<file path="src/rtl/gcd_unit_if.sv">
// Operand/result handshake bundle for gcd_unit: valid/ready in, valid/ready out.
interface gcd_unit_if #(parameter int WIDTH = 8);
  logic             in_valid;
  logic             in_ready;
  logic [WIDTH-1:0] a;
  logic [WIDTH-1:0] b;
  logic             out_valid;
  logic             out_ready;
  logic [WIDTH-1:0] gcd;
  logic             both_zero;

  modport master (
    output in_valid, a, b, out_ready,
    input  in_ready, out_valid, gcd, both_zero
  );

  modport slave (
    input  in_valid, a, b, out_ready,
    output in_ready, out_valid, gcd, both_zero
  );
endinterface

</file>
<file path="src/rtl/gcd_unit.sv">
// Iterative GCD engine (IDLE/CALC/DONE) with valid/ready operand and result handshakes.
// Define GCD_STEIN_EN to build the binary (Stein) CALC datapath instead of repeated subtraction.
module gcd_unit #(
  parameter int WIDTH = 8
) (
  input  logic      clk,
  input  logic      rst,
  gcd_unit_if.slave io_bus
);

  typedef enum logic [1:0] {IDLE, CALC, DONE} state_t;

  state_t           r_state;
  logic [WIDTH-1:0] r_p;
  logic [WIDTH-1:0] r_q;
  logic [WIDTH-1:0] r_gcd;
  logic             r_bothZero;
  logic             r_inReady;
  logic             r_outValid;

  logic             w_accept;
  logic             w_aZero;
  logic             w_bZero;

  assign w_accept = io_bus.in_valid && r_inReady;
  assign w_aZero  = (io_bus.a == '0);
  assign w_bZero  = (io_bus.b == '0);

  assign io_bus.in_ready  = r_inReady;
  assign io_bus.out_valid = r_outValid;
  assign io_bus.gcd       = r_gcd;
  assign io_bus.both_zero = r_bothZero;

`ifdef GCD_STEIN_EN
  localparam int KW = $clog2(WIDTH) + 1;

  logic [KW-1:0]    r_k;
  logic [WIDTH-1:0] w_halfDiff;

  assign w_halfDiff = ((r_p > r_q) ? (r_p - r_q) : (r_q - r_p)) >> 1;
`endif

  always_ff @(posedge clk or posedge rst) begin
    if (rst) begin
      r_state    <= IDLE;
      r_p        <= '0;
      r_q        <= '0;
      r_gcd      <= '0;
      r_bothZero <= 1'b0;
      r_inReady  <= 1'b1;
      r_outValid <= 1'b0;
`ifdef GCD_STEIN_EN
      r_k        <= '0;
`endif
    end else begin
      case (r_state)
        IDLE: begin
          if (w_accept) begin
            r_p       <= io_bus.a;
            r_q       <= io_bus.b;
            r_inReady <= 1'b0;
`ifdef GCD_STEIN_EN
            r_k       <= '0;
`endif
            // A zero operand makes the answer the other operand, so CALC is skipped.
            if (w_aZero || w_bZero) begin
              r_gcd      <= io_bus.a | io_bus.b;
              r_bothZero <= w_aZero && w_bZero;
              r_outValid <= 1'b1;
              r_state    <= DONE;
            end else begin
              r_state <= CALC;
            end
          end
        end

        CALC: begin
          if (r_p == r_q) begin
`ifdef GCD_STEIN_EN
            r_gcd <= r_p << r_k;
`else
            r_gcd <= r_p;
`endif
            r_bothZero <= 1'b0;
            r_outValid <= 1'b1;
            r_state    <= DONE;
          end else begin
`ifdef GCD_STEIN_EN
            // Once one operand is odd, reduction keeps one odd, so stripping never resumes.
            if (!r_p[0] && !r_q[0]) begin
              r_p <= r_p >> 1;
              r_q <= r_q >> 1;
              r_k <= r_k + 1'b1;
            end else if (!r_p[0]) begin
              r_p <= r_p >> 1;
            end else if (!r_q[0]) begin
              r_q <= r_q >> 1;
            end else if (r_p > r_q) begin
              r_p <= w_halfDiff;
            end else begin
              r_q <= w_halfDiff;
            end
`else
            if (r_p > r_q) begin
              r_p <= r_p - r_q;
            end else begin
              r_q <= r_q - r_p;
            end
`endif
          end
        end

        DONE: begin
          if (io_bus.out_ready) begin
            r_outValid <= 1'b0;
            r_inReady  <= 1'b1;
            r_state    <= IDLE;
          end
        end

        default: r_state <= IDLE;
      endcase
    end
  end

endmodule

</file>
<file path="src/flat_wrapper.sv">
// flat-port wrapper written by rule: the top's interface ports become plain ports
module gcd_unit_flat 
#(
  parameter int WIDTH = 8
)
  (clk, rst, io_bus_in_valid, io_bus_a, io_bus_b, io_bus_out_ready, io_bus_in_ready, io_bus_out_valid, io_bus_gcd, io_bus_both_zero);
  gcd_unit_if #(.WIDTH(WIDTH)) io_bus_i ();
  input  logic clk;
  input  logic rst;
  input wire logic [$bits(io_bus_i.in_valid)-1:0] io_bus_in_valid;
  input wire logic [$bits(io_bus_i.a)-1:0] io_bus_a;
  input wire logic [$bits(io_bus_i.b)-1:0] io_bus_b;
  input wire logic [$bits(io_bus_i.out_ready)-1:0] io_bus_out_ready;
  output wire logic [$bits(io_bus_i.in_ready)-1:0] io_bus_in_ready;
  output wire logic [$bits(io_bus_i.out_valid)-1:0] io_bus_out_valid;
  output wire logic [$bits(io_bus_i.gcd)-1:0] io_bus_gcd;
  output wire logic [$bits(io_bus_i.both_zero)-1:0] io_bus_both_zero;
  assign io_bus_i.in_valid = io_bus_in_valid;
  assign io_bus_i.a = io_bus_a;
  assign io_bus_i.b = io_bus_b;
  assign io_bus_i.out_ready = io_bus_out_ready;
  assign io_bus_in_ready = io_bus_i.in_ready;
  assign io_bus_out_valid = io_bus_i.out_valid;
  assign io_bus_gcd = io_bus_i.gcd;
  assign io_bus_both_zero = io_bus_i.both_zero;
  gcd_unit #(.WIDTH(WIDTH)) u_core (.clk(clk), .rst(rst), .io_bus(io_bus_i));
endmodule
</file>
<file path="config.mk">
export PLATFORM = sky130hd
export DESIGN_NAME = gcd_unit_flat
export DESIGN_NICKNAME = d
export VERILOG_FILES = /design/src/rtl/gcd_unit_if.sv /design/src/rtl/gcd_unit.sv /design/src/flat_wrapper.sv
export SDC_FILE = /design/constraint.sdc
export NUM_CORES = 1
export LEC_CHECK = 0
export ABC_AREA = 1
export CORE_UTILIZATION = 50
export CTS_BUF_LIST = sky130_fd_sc_hd__clkbuf_4
export DETAILED_ROUTE_END_ITERATION = 6
export DONT_BUFFER_PORTS = 1
export GPL_ROUTABILITY_DRIVEN = 1
export SYNTH_ARGS = -nofsm -noshare
export SYNTH_HDL_FRONTEND = slang
export SYNTH_SLANG_ARGS = --single-unit
</file>
<file path="constraint.sdc">
create_clock -name clk -period 2.4 [get_ports clk]
set_input_delay 0.48 -clock clk [delete_from_list [all_inputs] [get_ports clk]]
set_output_delay 0.48 -clock clk [all_outputs]
set_load 0.005 [all_outputs]
</file>
**Yosys cells after proc, flatten, opt, wreduce, memory -nomap -nowiden**

Cells that the tools add are included.

- Add/sub/neg operators: 2
- Magnitude comparators: 1
- Equal/unequal tests: 10
- Muxes and demuxes: 29
- Bitwise gates (word level): 1
- Reductions and logical operators: 15

Operators by type and width:

| kind | number |
|---|---|
| 8-bit two-way mux | 9 |
| 8-bit one-hot mux with 2 select lines | 3 |
| 8-bit zero test | 2 |
| 8-bit subtractor | 2 |
| 4-bit AND reduction | 3 |
| 1-bit two-way mux | 9 |
| 8-bit == test | 1 |
| 8-bit greater-than comparator | 1 |
| 2-bit two-way mux | 4 |
| 2-bit by 1-bit inequality test with 1-bit output, second input constant | 4 |
| 8-bit OR | 1 |
| 2-bit inequality test, second input constant | 3 |
| 2-bit one-hot mux with 3 select lines | 1 |
| 3-bit AND reduction | 2 |
| 5-bit AND reduction | 1 |
| 1-bit one-hot mux with 2 select lines | 2 |
| 2-bit nonzero test | 2 |
| 1-bit one-hot mux with 3 select lines | 1 |
| 3-bit nonzero test | 1 |
| 2-bit by 1-bit == test with 1-bit output, second input constant | 1 |
| 2-bit == test, second input constant | 1 |
| 1-bit logical AND | 2 |
| 2-bit zero test | 1 |
| 1-bit logical OR | 1 |

- Register bits: 29
- Input port bits: 20
- Output and inout bits: 11

**Longest topological paths before layout**

- Depth in word-level cells: 5
- Mapped depth: 13
- Mapped depth without buffers: 12

**Least setup slack after synthesis**

OpenSTA, ideal clock, no wires.

- Kind: flip-flop to flip-flop
- Start point: reg u_core.r_p[0]
- End point: reg u_core.r_p[3]
- Setup time: 0.076 ns
- Data arrival time: 1.725 ns
- Data required time: 2.324 ns
- Path slack: 0.599 ns
- Stages on the path, launching flop included: 14
- Path buffers: 1
- Cell sequence: dfrtp_1 inv_1 ha_1 fa_1 inv_1 nand3_1 nand3_1 nand2_1 nand2_1 nand2_2 nand2_2 buf_6 nand2_1 o21ai_1

- Word-level cells in the longest chain between the ends: 4

RTL lines:

| what | RTL line | RTL |
|---|---|---|
| from (decl) | gcd_unit.sv:14 | `logic [WIDTH-1:0] r_p;` |
| from (signal assigned) | gcd_unit.sv:59 | `r_p <= io_bus.a;` |
| from (signal assigned) | gcd_unit.sv:105 | `r_p <= r_p - r_q;` |
| 8-bit subtractor | gcd_unit.sv:105 |  |
| 8-bit two-way mux | gcd_unit.sv:104 | `if (r_p > r_q) begin` |
| 8-bit two-way mux | gcd_unit.sv:78 | `if (r_p == r_q) begin` |
| 8-bit one-hot mux with 2 select lines | gcd_unit.sv:56 | `case (r_state)` |

Parallel ways exist; a longest one is shown, timed or not. The select of a mux whose other input is x is not followed.
A chain may end at the register's enable or synchronous reset.

**Final worst setup path**

Ends and elaborated chain as after synthesis.

==> impl_metrics.env <==
export IMPL_outcome="complete, no violations"
export IMPL_path_common_cell="nand2_1"
export IMPL_grt_max_degree=30
export IMPL_syn_avg_cell_area_sq_um=7.06
export IMPL_numCtsBuffers=5
export IMPL_crit_path_cell_trace="inv_1 > ha_1 > fa_1 > inv_1 > nand3_1 > nand3_1 > nand2_1 > nand2_1 > nand2_2 > nand2_2 > nand2_1 > o21ai_1"
export IMPL_syn_to_final_growth_pct=5.30
export IMPL_ys_warn_count=0
export IMPL_grt_first_pass_wirelength_microns=9480
export IMPL_antenna_found_initial=0
export IMPL_max_stage_delay_ps=400
export IMPL_final_nets=359
export IMPL_rr_worst_depth=12
export IMPL_cts_tree="yes"
export IMPL_dominantRegCellSynth="dfrtp_1"
export IMPL_setup_worst_path_end_class="flip-flop"
export IMPL_synth_simple_gate_area_share_pct=32.0
export IMPL_netlist_cell_type_count=32
export IMPL_coreArea_sq_um=4350
export IMPL_power_total_w=0.00431
export IMPL_grtUsageTotal_pct=25.3
export IMPL_layout_cells_non_filler=375
export IMPL_synth_area_sq_um=2260
export IMPL_synth_top_family_by_area="simple AND/OR/NAND/NOR gates"
export IMPL_die_w_microns=69.3
export IMPL_hp_class="primary input to async pin"
export IMPL_dieArea_sq_um=4800
export IMPL_yosys_area_top_type="dfrtp_1"
export IMPL_clock_path_buffers=2
export IMPL_critPathKind="flip-flop to flip-flop"
export IMPL_synth_async_reset_ratio_pct=100
export IMPL_post_route_min_period_ps=2040
export IMPL_max_cap_viol_count=0
export IMPL_tightest_slew_ps=385
export IMPL_max_clock_freq_mhz=490
export IMPL_cp_data_required_time_ps=2670
export IMPL_placed_cells=367
export IMPL_yosysMostFrequentCell="nand2_1"
export IMPL_clockRootBuffer="clkbuf_4"
export IMPL_timing_rr_start="u_core.r_p[0]$_DFFE_PP0P_"
export IMPL_fillers=451
export IMPL_gp_congestion=0.879
export IMPL_crit_buf_inv=2
export IMPL_cts_hold_buf=0
export IMPL_p_leak_nw=1.29
export IMPL_cp_data_arrival_time_ps=2310
export IMPL_maxSlewHeadroom_pct=74.3
export IMPL_vias_per_cell=5.29
export IMPL_drive_gt1_share_pct=11.1
export IMPL_fin_setup_tns_ps=0
export IMPL_hold_violations=0
export IMPL_yosys_top_cells_area="dfrtp_1 (31%), nand2_1 (17%), ha_1 (8.3%), inv_1 (8.1%), nand3_1 (5.5%)"
export IMPL_critPathMaxFanout=12
export IMPL_drt_first_iter_violations=129
export IMPL_ys_ff_latch=29
export IMPL_start_kind="flip-flop"
export IMPL_htreeDepth=2
export IMPL_cts_sinks=29
export IMPL_post_cts_setup_buffers=0
export IMPL_pin_count=31
export IMPL_rsz0062_at_grt="false"
export IMPL_first_pass_iters=4
export IMPL_pre_cts_slack_ps=405
export IMPL_synth_compound_area_share_pct=12.9
export IMPL_port_buffers=0
export IMPL_slowest_stage="fa_1"
export IMPL_grt_overflow=0
export IMPL_yosysSeqAreaShare_pct=32.1
export IMPL_crit_family="simple AND/OR/NAND/NOR gates"
export IMPL_multiInputGateArea_sq_um=1280
export IMPL_dp_hpwl_microns=4400
export IMPL_yosys_area_top_type_share_pct=30.9
export IMPL_drv_slew=0
export IMPL_synthMuxAreaShare_pct=0
export IMPL_ant_nets=0
export IMPL_antenna_cells=0
export IMPL_fp_dieH_microns=69.3
export IMPL_drcViolationCount=0
export IMPL_row_count=24
export IMPL_synth_adder_area_share_pct=10.1
export IMPL_clk_pin_slew_ps=110
export IMPL_cts_resized_gates=0
export IMPL_crit_start="u_core.r_p[0]$_DFFE_PP0P_"
export IMPL_vias=1984
export IMPL_clock_skew_final_ps=7.98
export IMPL_synthesis_nets=358
export IMPL_fin_crit_sh_pct=85.0
export IMPL_grt_pass1_vias=2000
export IMPL_synth_edf_count=0
export IMPL_irDropWorstVdd_mv=0.905
export IMPL_seq_area_sq_um=727
export IMPL_routedWlPerCell_microns=14.8
export IMPL_syn_inst=321
export IMPL_synth_common_cells="nand2_1 (104), inv_1 (49), dfrtp_1 (28)"
export IMPL_synth_xor_area_share_pct=1.55
export IMPL_start_util_pct=52.0
export IMPL_power_per_cell_area_nw_per_um2=1810
export IMPL_wirelength_microns=5560
export IMPL_clk_latency_ps=340
export IMPL_crit_cells=12
export IMPL_finalSetupViolCount=0
export IMPL_setup_ws_ps=360
## sequential cells by signal (all words and copies together), names as in the netlist
name / flops
u_core.r_q: 8
u_core.io_bus.out_valid: 1
u_core.io_bus.both_zero: 1
u_core.io_bus.gcd: 8
u_core.r_p: 8
u_core.r_state: 2
u_core.io_bus.in_ready: 1
## cell type report
cell class	count	area share [%]
sequential	29	30.5
timing repair buffer	2	0.630
tap	52	2.73
inverter	52	8.18
clock buffer	5	1.57
clock inverter	3	2.73
multi-input combinational	232	53.7
## placed cells by master, fill, tap and decap left out
cell         n
nand3_4      1
a21oi_1      7
dfstp_2      1
xnor2_1      1
o21ai_0     14
nand2_2      8
nor3_1       3
a21oi_4      1
xor2_1       3
o211ai_1     8
clkbuf_4     5
nand4_1      3
nand3_1     25
nand3_2      1
o21ai_1      8
bufinv_16    2
clkinv_2     1
nor2_1      15
o21a_2       1
clkinv_1     1
fa_1         2
inv_2        2
nor2_4       2
nor2_2       1
dfrtp_1     28
nor4_1       1
inv_1       49
o21ai_2      7
and2_2       1
nand2_1    104
ha_1        15
buf_4        2
## worst reg2reg max path: cells and delay by family (launching register included)
family	cells	cell delay, ps
compound gates	1	80
buf+inv	2	160
fa+ha+maj	2	610
flops	1	360
simple gates	7	770
## routing by layer
layer,vias up,global-route usage (%),wire length [microns]
li1,1019,-,-
met1,909,33.2,2420
met2,49,41.4,2690
met3,7,5.81,354
met4,0,7.71,91
met5,-,0,0
## stage by stage
step           instance area, sq um  utilization (%)  hold slack [ps]
3_3_place_gp                   2280             52.4              475
2_1_floorplan                  2260                -              471
5_1_grt                        2380             54.8              112
3_5_place_dp                   2280             52.4              479
6_report                       2380             54.8             85.0
4_1_cts                        2380             54.8             99.9
## path summary, 6_finish.rpt
path	slack, ps	endpoint
setup / recovery	360	u_core.r_p[3]$_DFFE_PP0P_
hold / removal	90	u_core.io_bus.gcd[7]$_DFFE_PP0P_
setup reg to reg	360	u_core.r_p[3]$_DFFE_PP0P_
hold reg to reg	510	u_core.io_bus.out_valid$_DFFE_PP0P_
max in group asynchronous	1980	u_core.io_bus.in_ready$_DFFE_PP1P_
min in group clk	340	u_core.r_state[1]$_DFFE_PP0P_
## cells by family (layout without fill, tap and decap cells)
kind of cell | Yosys count | after routing
xor gates and xnor gates | 4 | 4
buffers and inverters | 60 | 62
AOI/OAI and AO/OA | 46 | 46
adders and majority gates | 17 | 17
and+or+nand+nor | 165 | 165
DFF | 29 | 29
## power breakdown
group	switching, W	total [W]	internal (W)	leakage (nW)
Clock	0.000196	0.000518	0.000322	0.0552
Sequential	0.000186	0.000927	0.000741	0.356
Combinational	0.00188	0.00287	0.000988	0.876
Total	0.00226	0.00431	0.00205	1.29
No activity file was read; power rests on OpenSTA's default activity.
